**src/rtl/count_seq_monitor.sv**
```systemverilog
// ============================================================================
// count_seq_monitor: classifies a sampled counter stream as up, down or faulty.
// Optional wrap counter: COUNT_SEQ_MON_WRAP_CNT_EN.   Rev 1.0
// ============================================================================
`default_nettype none

module count_seq_monitor #(
  parameter int WIDTH      = 3,
  parameter int LOCK_STEPS = 2
) (
  input  logic             clk,
  input  logic             rst_n,
  input  logic             enable,
  input  logic [WIDTH-1:0] Q,
  output logic             locked,
  output logic             dir,
  output logic             err,
  output logic [3:0]       wraps,
  output logic [WIDTH-1:0] last_q
);

  typedef enum logic [1:0] {
    ST_IDLE   = 2'd0,
    ST_ACQ    = 2'd1,
    ST_LOCKED = 2'd2,
    ST_FAULT  = 2'd3
  } state_t;

  localparam logic [WIDTH-1:0] c_one      = WIDTH'(1);
  localparam logic [WIDTH-1:0] c_all_ones = '1;
  localparam logic [2:0]       c_lock     = 3'(LOCK_STEPS);

  state_t           r_state, w_state_nxt;
  logic [2:0]       r_run_cnt, w_run_cnt_nxt;
  logic             r_locked, w_locked_nxt;
  logic             r_dir, w_dir_nxt;
  logic             r_err, w_err_nxt;
  logic [WIDTH-1:0] r_last_q, w_last_q_nxt;

  logic [WIDTH-1:0] w_delta;
  logic             w_up;
  logic             w_down;
  logic             w_step;

  assign w_delta = Q - r_last_q;
  assign w_up    = (w_delta == c_one);
  assign w_down  = (w_delta == c_all_ones);
  assign w_step  = w_up | w_down;

  always_ff @(posedge clk or negedge rst_n) begin
    if (!rst_n) begin
      r_state   <= ST_IDLE;
      r_run_cnt <= 3'd0;
      r_locked  <= 1'b0;
      r_dir     <= 1'b0;
      r_err     <= 1'b0;
      r_last_q  <= '0;
    end else begin
      r_state   <= w_state_nxt;
      r_run_cnt <= w_run_cnt_nxt;
      r_locked  <= w_locked_nxt;
      r_dir     <= w_dir_nxt;
      r_err     <= w_err_nxt;
      r_last_q  <= w_last_q_nxt;
    end
  end

  always_comb begin
    w_state_nxt   = r_state;
    w_run_cnt_nxt = r_run_cnt;
    w_locked_nxt  = r_locked;
    w_dir_nxt     = r_dir;
    w_err_nxt     = r_err;
    w_last_q_nxt  = r_last_q;
    if (!enable) begin
      w_state_nxt   = ST_IDLE;
      w_locked_nxt  = 1'b0;
      w_run_cnt_nxt = 3'd0;
    end else begin
      w_last_q_nxt = Q;
      case (r_state)
        ST_IDLE: begin
          w_state_nxt   = ST_ACQ;
          w_run_cnt_nxt = 3'd0;
        end
        ST_ACQ: begin
          if (w_step) begin
            // An empty run adopts any direction; a reversal restarts the run at 1.
            w_dir_nxt     = w_up;
            w_run_cnt_nxt = (w_up == r_dir || r_run_cnt == 3'd0) ?
                            3'(r_run_cnt + 3'd1) : 3'd1;
            if (w_run_cnt_nxt >= c_lock) begin
              w_state_nxt  = ST_LOCKED;
              w_locked_nxt = 1'b1;
            end
          end else begin
            w_run_cnt_nxt = 3'd0;
          end
        end
        ST_LOCKED: begin
          if (w_step && (w_up != r_dir)) begin
            w_state_nxt   = ST_ACQ;
            w_locked_nxt  = 1'b0;
            w_dir_nxt     = w_up;
            w_run_cnt_nxt = 3'd1;
          end else if (!w_step) begin
            w_state_nxt  = ST_FAULT;
            w_locked_nxt = 1'b0;
            w_err_nxt    = 1'b1;
          end
        end
        ST_FAULT: begin
          w_state_nxt = ST_FAULT;
        end
        default: begin
          w_state_nxt  = ST_IDLE;
          w_locked_nxt = 1'b0;
        end
      endcase
    end
  end

`ifdef COUNT_SEQ_MON_WRAP_CNT_EN
  logic [3:0] r_wraps;
  logic       w_wrap;

  // A wrap is an in-direction step landing on the opposite extreme.
  assign w_wrap = enable && (r_state == ST_LOCKED) && w_step && (w_up == r_dir) &&
                  (Q == (w_up ? '0 : c_all_ones));

  always_ff @(posedge clk or negedge rst_n) begin
    if (!rst_n) begin
      r_wraps <= 4'd0;
    end else if (w_wrap && (r_wraps != 4'd15)) begin
      r_wraps <= r_wraps + 4'd1;
    end
  end

  assign wraps = r_wraps;
`else
  assign wraps = 4'd0;
`endif

  assign locked = r_locked;
  assign dir    = r_dir;
  assign err    = r_err;
  assign last_q = r_last_q;

endmodule

`default_nettype wire

```
**config.mk**
```make
export PLATFORM = sky130hd
export DESIGN_NAME = count_seq_monitor
export DESIGN_NICKNAME = d
export VERILOG_FILES = /design/src/rtl/count_seq_monitor.sv
export SDC_FILE = /design/constraint.sdc
export NUM_CORES = 1
export LEC_CHECK = 0
export BUFFER_PORTS_ARGS = -buffer_cell sky130_fd_sc_hd__buf_2
export CAP_MARGIN = 20
export CORE_UTILIZATION = 54
export DETAILED_ROUTE_END_ITERATION = 7
export PLACE_DENSITY = 0.9
export SLEW_MARGIN = 20
export SYNTH_ARGS = -nofsm -noshare
export SYNTH_HDL_FRONTEND = slang
export SYNTH_SLANG_ARGS = --single-unit
```
**constraint.sdc**
```tcl
create_clock -name clk -period 3.21 [get_ports clk]
set_input_delay 0.321 -clock clk [delete_from_list [all_inputs] [get_ports clk]]
set_output_delay 0.321 -clock clk [all_outputs]
set_load 0.05 [all_outputs]
```
======== After elaboration in Yosys (flattened, before gate mapping) ========
Cells that the tools add are included.
word-level totals
  bits in registers ....................... 11
  output and inout port bits .............. 10
  logic and storage cells ................. 57
operators by class
  add/subtract/negate cells ............... 2
  $lt $le $gt $ge ......................... 1
  eq/ne operators ......................... 15
  muxes and demuxes ....................... 20
  bitwise operators ....................... 3
  reduce and logical (&&, ||, !) cells .... 10
operators with widths
  kind                                                   number
  two-way mux 3 bit                                      4
  AND reduction 4 bit                                    3
  two-way mux 2 bit                                      5
  inequality test 3 bit, second input constant           3
  one-hot mux 3 bit (3 select lines)                     1
  one-hot mux 2 bit (4 select lines)                     1
  two-way mux 1 bit                                      7
  equality test 2 bit, second input constant             2
  inequality test 2 bit, second input constant           2
  inequality test 4 x 1 -> 1 bit, second input constant  1
  inequality test 4 bit, second input constant           1
  one-hot mux 1 bit (2 select lines)                     2
  adder 3 x 1 -> 3 bit, second input constant            1
  equality test 3 x 1 -> 1 bit, second input constant    1
  equality test 3 bit, second input constant             1
  >= comparator 3 x 2 -> 1 bit, second input constant    1
  zero test 3 bit                                        1
  inequality test 3 x 1 -> 1 bit, second input constant  1
  AND reduction 3 bit                                    1
  subtractor 3 bit                                       1
  equality test 2 x 1 -> 1 bit, second input constant    1
  zero test 2 bit                                        1
  inverter 1 bit                                         2
  AND reduction 2 bit                                    1
  6 further kinds                                        6

======== Longest topological paths before layout ========
Gate-level depths: netlist of the first run.
  word-level depth ........................ 10
  depth in mapped cells ................... 10

======== Worst setup path before layout of the first run ========
No wires, ideal clock.
  path type ............................... register to register
  from .................................... register r_last_q[0], in the netlist last_q[0]
  to ...................................... register r_state[1]
  library setup time ...................... 87 ps
  arrival time ............................ 2538 ps
  required time ........................... 3123 ps
  path slack .............................. 585 ps
  stages on the path, launching flop included .. 9
  path buffers ............................ 0
  cell sequence ........................... dfrtp_1 > ha_1 > fa_1 > xnor3_2 > a311oi_4 > a41oi_4 > o211ai_4 > a211o_1 > a211oi_2
on the way
  cells in the longest elaborated chain, start to end .. 8
  elaborated cells between the ends (all ways) .. 17
  classes of those cells .................. 1 x add/sub; 1 x order compare; 7 x eq/ne; 4 x mux; 1 x bitwise; 3 x reduce/logical
RTL lines
  element                          RTL line  text
  from (decl)                      38        logic [WIDTH-1:0] r_last_q, w_last_q_nxt;
  from (signal assigned)           64        r_last_q <= w_last_q_nxt;
  subtractor 3 bit *               45        assign w_delta = Q - r_last_q;
  equality test 3 x 1 -> 1 bit     46        assign w_up = (w_delta == c_one);
  equality test 1 bit              90        w_run_cnt_nxt = (w_up == r_dir || r_run_cnt == 3'd0) ?
  logical OR 1 bit                 90
  two-way mux 3 bit                90
  >= comparator 3 x 2 -> 1 bit     92        if (w_run_cnt_nxt >= c_lock) begin
  inequality test 3 bit (no line)  --
  AND reduction 3 bit (no line)    --
  to (signal assigned)             59        r_state <= w_state_nxt;
  to (decl)                        33        state_t r_state, w_state_nxt;
Every way passes the cells marked *; elsewhere a longest branch is shown, timed or not.
A chain may end at the register's enable or synchronous reset.

======== Final worst setup path of the first run ========
Same ends and word-level chain as after synthesis.

==> flow_summary.toml, run 1 <==
[status]
status = "completed"

[clock_network]
root_buffer = "clkbuf_4"
cts_made_buffers = 3
h-tree-depth = 1
cts_setup_buffers = 0
cts_buffer_depth = 2
clkTransAtPathRegs_ps = 70
cts_sinks = 11
cts_tree = "yes"
clk_latency_ps = 270
cts_resized = 0
postCtsHoldBufs = 1

[layout]
fin_cells = 120
fillers = 116
num_antenna_cells = 0
drive_gt1_share_pct = 22.1
area_delta_synth_final_pct = 9.15
nNetsFinal = 119

[synth]
synth_most_common_cell = "inv_1"
synth_cells = 91
synth_common_cells = "inv_1 (12), dfrtp_1 (11), ha_1 (7), nand2_1 (6), buf_4 (5)"
synth_flop_cell = "dfrtp_1"
ys_ff_latch = 11
yosys-top-cells-area = "dfrtp_1 (31%), ha_1 (9.9%), inv_1 (5.1%)"
synth_largest_area_cell = "dfrtp_1"
synth_edf_count = 0
yosysSeqAreaShare_pct = 31.0
ys_types = 35
netlist_area_um2 = 888
synth_top_cell_area_share_pct = 31.0
syn_avg_cell_area_um2 = 9.76
async_flop_share_pct = 100
yosysWarnings = 0

[floorplan]
dieWidth_um = 42.6
die_h_um = 42.6
ios = 16
fp-row-count = 14
core-area_um2 = 1520
dieArea_um2 = 1810
start_util_pct = 58.3

[global_route]
grt_pass1_wl_um = 2590
overflow = 0
grt_max_degree = 12
track_usage_pct = 19.2
antenna_found_initial = 0
grt_pass1_vias = 606

[setup_path]
arrival_ps = 2730
cp_slowest_stage_delay_ps = 730
path_class = "register to register"
worstPathRequired_ps = 3400
reg2regPathDepth = 7
crit_chain = "ha_1 > fa_1 > a311oi_4 > a41oi_4 > o211ai_4 > a211o_1 > a211oi_2"
slowest_stage = "fa_1"
critical-path-top-delay-family = "compound AO/OA/AOI/OAI gates"
endpoint_kind = "register"
r2r_start = "last_q[0]"
r2r_end = "r_state[1]"
startpoint_type = "register"
worst-path-buf-inv = 0
cp_max_fo = 8
rrSetupSlack_ps = 670

[route]
drc = 0
ant_nets = 0
finalWirelength_um = 1520
drt_pre_antenna_iters = 4
viasPerCell = 5.44
vias = 653
drtIter0Drc = 6
wl_per_cell_um = 12.7

[sta]
min_period_ps = 2540
period_share_pct = 79.1
slew_violations = 0
max_freq_ghz = 0.394
rsz0062_at_grt = "false"
setup_viol_count_final = 0
fin_setup_tns_ps = 0
fin_skew_ps = 1.01
hold_viol_final = 0

[placed_design]
finalWeightedCongestion = 0.799
dp_hpwl_um = 1220
placedCellCount = 115
io_buffer_count = 11

[power]
p_leak_nw = 0.442
power.density_nw_per_um2 = 562
peakVddDrop_mv = 0.315

[min_path]
hold_path.class = "input pin to register"
holdPathStages = 2
worstHoldEndpoint = "last_q[1]"
min_from = "Q[1]"

[run]
max_cap_violations = 0
==> routing by layer <==
metal / routed length (um) / share of wire, % / track usage (%) / vias to the layer above
met2: 722 / 48 / 31.1 / 7
li1: - / - / - / 337
met5: 0 / 0 / 0 / -
met4: 23 / 1.5 / 7.50 / 0
met1: 740 / 49 / 25.0 / 305
met3: 32 / 2.1 / 3.88 / 4
==> logic make-up after synthesis <==
family	after synthesis	share of synthesized area [%]
buffers and inverters	18	9.72
flip-flops	11	31.0
AND/OR/NAND/NOR	23	14.1
AO/OA/AOI/OAI	22	22.0
XOR/XNOR	3	4.65
multiplexers	5	6.06
adder cells (fa/ha/maj)	8	12.1
other	1	0.422
==> layout by cell type, fill, tap and decap left out, types with 2 or more instances in the layout <==
master     n
inv_1     12
dfrtp_1   11
buf_2     11
ha_1       7
nand2_1    6
nor2b_1    4
o21ai_1    4
conb_1     4
nor2_1     3
a21oi_1    3
o21ai_0    3
mux2_2     3
clkbuf_4   3
xor2_1     2
mux2i_1    2
or3_1      2
a31oi_1    2
nand3_1    2
a211oi_1   2
==> sequential cells by signal (all words and copies together), names as in the netlist <==
signal,cells
err,1
locked,1
r_run_cnt,3
r_state,2
last_q,3
dir,1
==> per-stage QoR <==
step	hold WS (ps)	cell area, um2	total power, W	setup WS (ps)	utilization, %
6_report	300	970	0.000545	672	63.6
5_1_grt	301	970	0.000579	561	63.6
4_1_cts	302	970	0.000546	656	63.6
3_5_place_dp	206	933	0.000450	612	61.2
3_3_place_gp	206	933	0.000442	679	61.2
2_1_floorplan	25.4	900	0.000407	585	-
==> power by group <==
group | total, W | internal, W | switching [W]
registers | 0.000178 | 0.000160 | 0.0000188
logic | 0.000270 | 0.0000939 | 0.000176
clock network | 0.0000964 | 0.0000481 | 0.0000482
==> area by class of cell <==
class	count	area (um2)	area share, %
Multi-Input combinational cell	65	538	55.5
Sequential cell	11	275	28.4
Timing Repair Buffer	12	65.1	6.71
Inverter	12	45.0	4.65
Clock buffer	4	26.3	2.71
Tap cell	16	20.0	2.06
==> how the worst max path moves through the flow <==
stage	startpoint	cells past startpoint	to	slack, ps
after floorplan	last_q[0]	8	r_state[1]	590
after global placement	Q[0]	9	r_state[1]	680
after detailed placement	Q[0]	9	r_state[1]	610
after CTS	last_q[0]	7	r_state[1]	660
after global routing	last_q[0]	7	r_state[1]	560
final	last_q[0]	7	r_state[1]	670
No activity file was read; power rests on OpenSTA's default activity.
==> run 2, diff against run 1 <==
clock period = 2.65 ns   (was 3.21 ns; I/O delays follow)
==> flow_summary.toml, run 2 (synthesis gave the netlist of run 1 again) <==
[clock_network]
cts_sinks = 11
root_buffer = "clkbuf_4"
clkTransAtPathRegs_ps = 80
clk_latency_ps = 280
cts_setup_buffers = 0
cts_buffer_depth = 2
cts_tree = "yes"
h-tree-depth = 1
cts_made_buffers = 3

[run]
max_cap_violations = 0

[route]
finalWirelength_um = 1700
viasPerCell = 5.75
ant_nets = 0
wl_per_cell_um = 14.2
vias = 690
drtIter0Drc = 27
drc = 0
drt_pre_antenna_iters = 4

[min_path]
hold_path.class = "input pin to register"

[layout]
ff_latch_area_um2 = 275
drive_gt1_share_pct = 24.0
fillers = 126
nNetsFinal = 119
num_antenna_cells = 0
final_cell_mix = "inv_1 (12), dfrtp_1 (11), buf_2 (11)"
multi_input_area_um2 = 542
utilization_pct = 64.0
mostFrequentLayoutCell = "inv_1"
finalInstanceArea_um2 = 975
area_delta_synth_final_pct = 9.72

[placed_design]
placed_cell_area_um2 = 933
io_buffer_count = 11
dp_hpwl_um = 1280
finalWeightedCongestion = 0.826

[power]
p_leak_nw = 0.444
peakVddDrop_mv = 0.485
power.density_nw_per_um2 = 692

[global_route]
grt_pass1_wl_um = 2840
grt_max_degree = 12
antenna_found_initial = 0
track_usage_pct = 21.0
overflow = 0
grt_pass1_vias = 662

[floorplan]
core-area_um2 = 1520
ios = 16
die_h_um = 42.6
start_util_pct = 58.3
dieArea_um2 = 1810
fp-row-count = 14
dieWidth_um = 42.6

[sta]
fin_setup_tns_ps = 0
fin_skew_ps = 7.50
slew_violations = 0
max_freq_ghz = 0.395
setup_viol_count_final = 0
min_period_ps = 2530
hold_viol_final = 0
period_share_pct = 95.5
rsz0062_at_grt = "false"

[setup_path]
startpoint_type = "register"
slowest_stage = "fa_1"
worstPathRequired_ps = 2850
crit_chain = "ha_1 > fa_1 > a311oi_4 > a41oi_4 > o211ai_4 > a211o_1 > a211oi_2"
arrival_ps = 2730
endpoint_kind = "register"
cp_max_fo = 8
path_class = "register to register"
cp_slowest_stage_delay_ps = 720

[status]
status = "completed"
run 2: changes by cell type in the layout (fill, tap and decap cells not counted), sizes merged:
cell    delta
clkinv     +1
clkbuf     -1
run 2: stage by stage:
| stage | total power (W) | instances | hold WS, ps | setup WS, ps |
|---|---|---|---|---|
| finish | 0.000674 | 120 | 229 | 119 |
| global route | 0.000712 | 120 | 246 | 37.8 |
| CTS | 0.000668 | 120 | 238 | 128 |
| detailed placement | 0.000548 | 115 | 151 | 108 |
| global placement | 0.000536 | 115 | 149 | 177 |
| floorplan | 0.000493 | 94 | -30.6 | 25.2 |
run 2: worst max-delay path: cells and delay by family (launching register included):
| family | cells | cell delay, ps |
|---|---|---|
| fa+ha+maj | 2 | 920 |
| flops | 1 | 400 |
| compound gates | 5 | 1130 |
run 2: routing by layer:
metal / track usage [%] / vias up / routed length (um)
li1: - / 332 / -
met1: 26.8 / 327 / 799
met2: 34.5 / 20 / 788
met3: 3.88 / 11 / 53
met4: 9.38 / 0 / 59
met5: 0 / - / 0
run 2: path summary, 6_finish.rpt:
check,startpoint,endpoint,slack (ps),depth (start not counted)
min reg2reg,err,err,490,1
max,last_q[0],r_state[1],120,7
max reg2reg,last_q[0],r_state[1],120,7
min,Q[0],last_q[0],230,2
min in group asynchronous,rst_n,r_state[0],380,2
max in group asynchronous,rst_n,r_run_cnt[2],2050,2
run 2: power breakdown:
group          internal [W]  leakage, nW  switching [W]  total (W)
Sequential         0.000193        0.135      0.0000234   0.000217
Combinational      0.000115        0.292       0.000220   0.000336
Clock             0.0000561       0.0177      0.0000658   0.000122
Total              0.000365        0.444       0.000310   0.000674
run 2: area by class of cell:
type,count,area share [%]
multi-input cells,65,55.6
flip-flops and latches,11,28.2
repair buffers,12,6.68
inverters,12,4.62
clock buffers,3,2.31
well taps,16,2.05
clock inverters,1,0.513
run 2: repair_timing:
action	CTS	global route
hold buffers	1	0
endpoints found under the hold margin	11	0
setup endpoints to repair	0	1
resized for setup	0	1
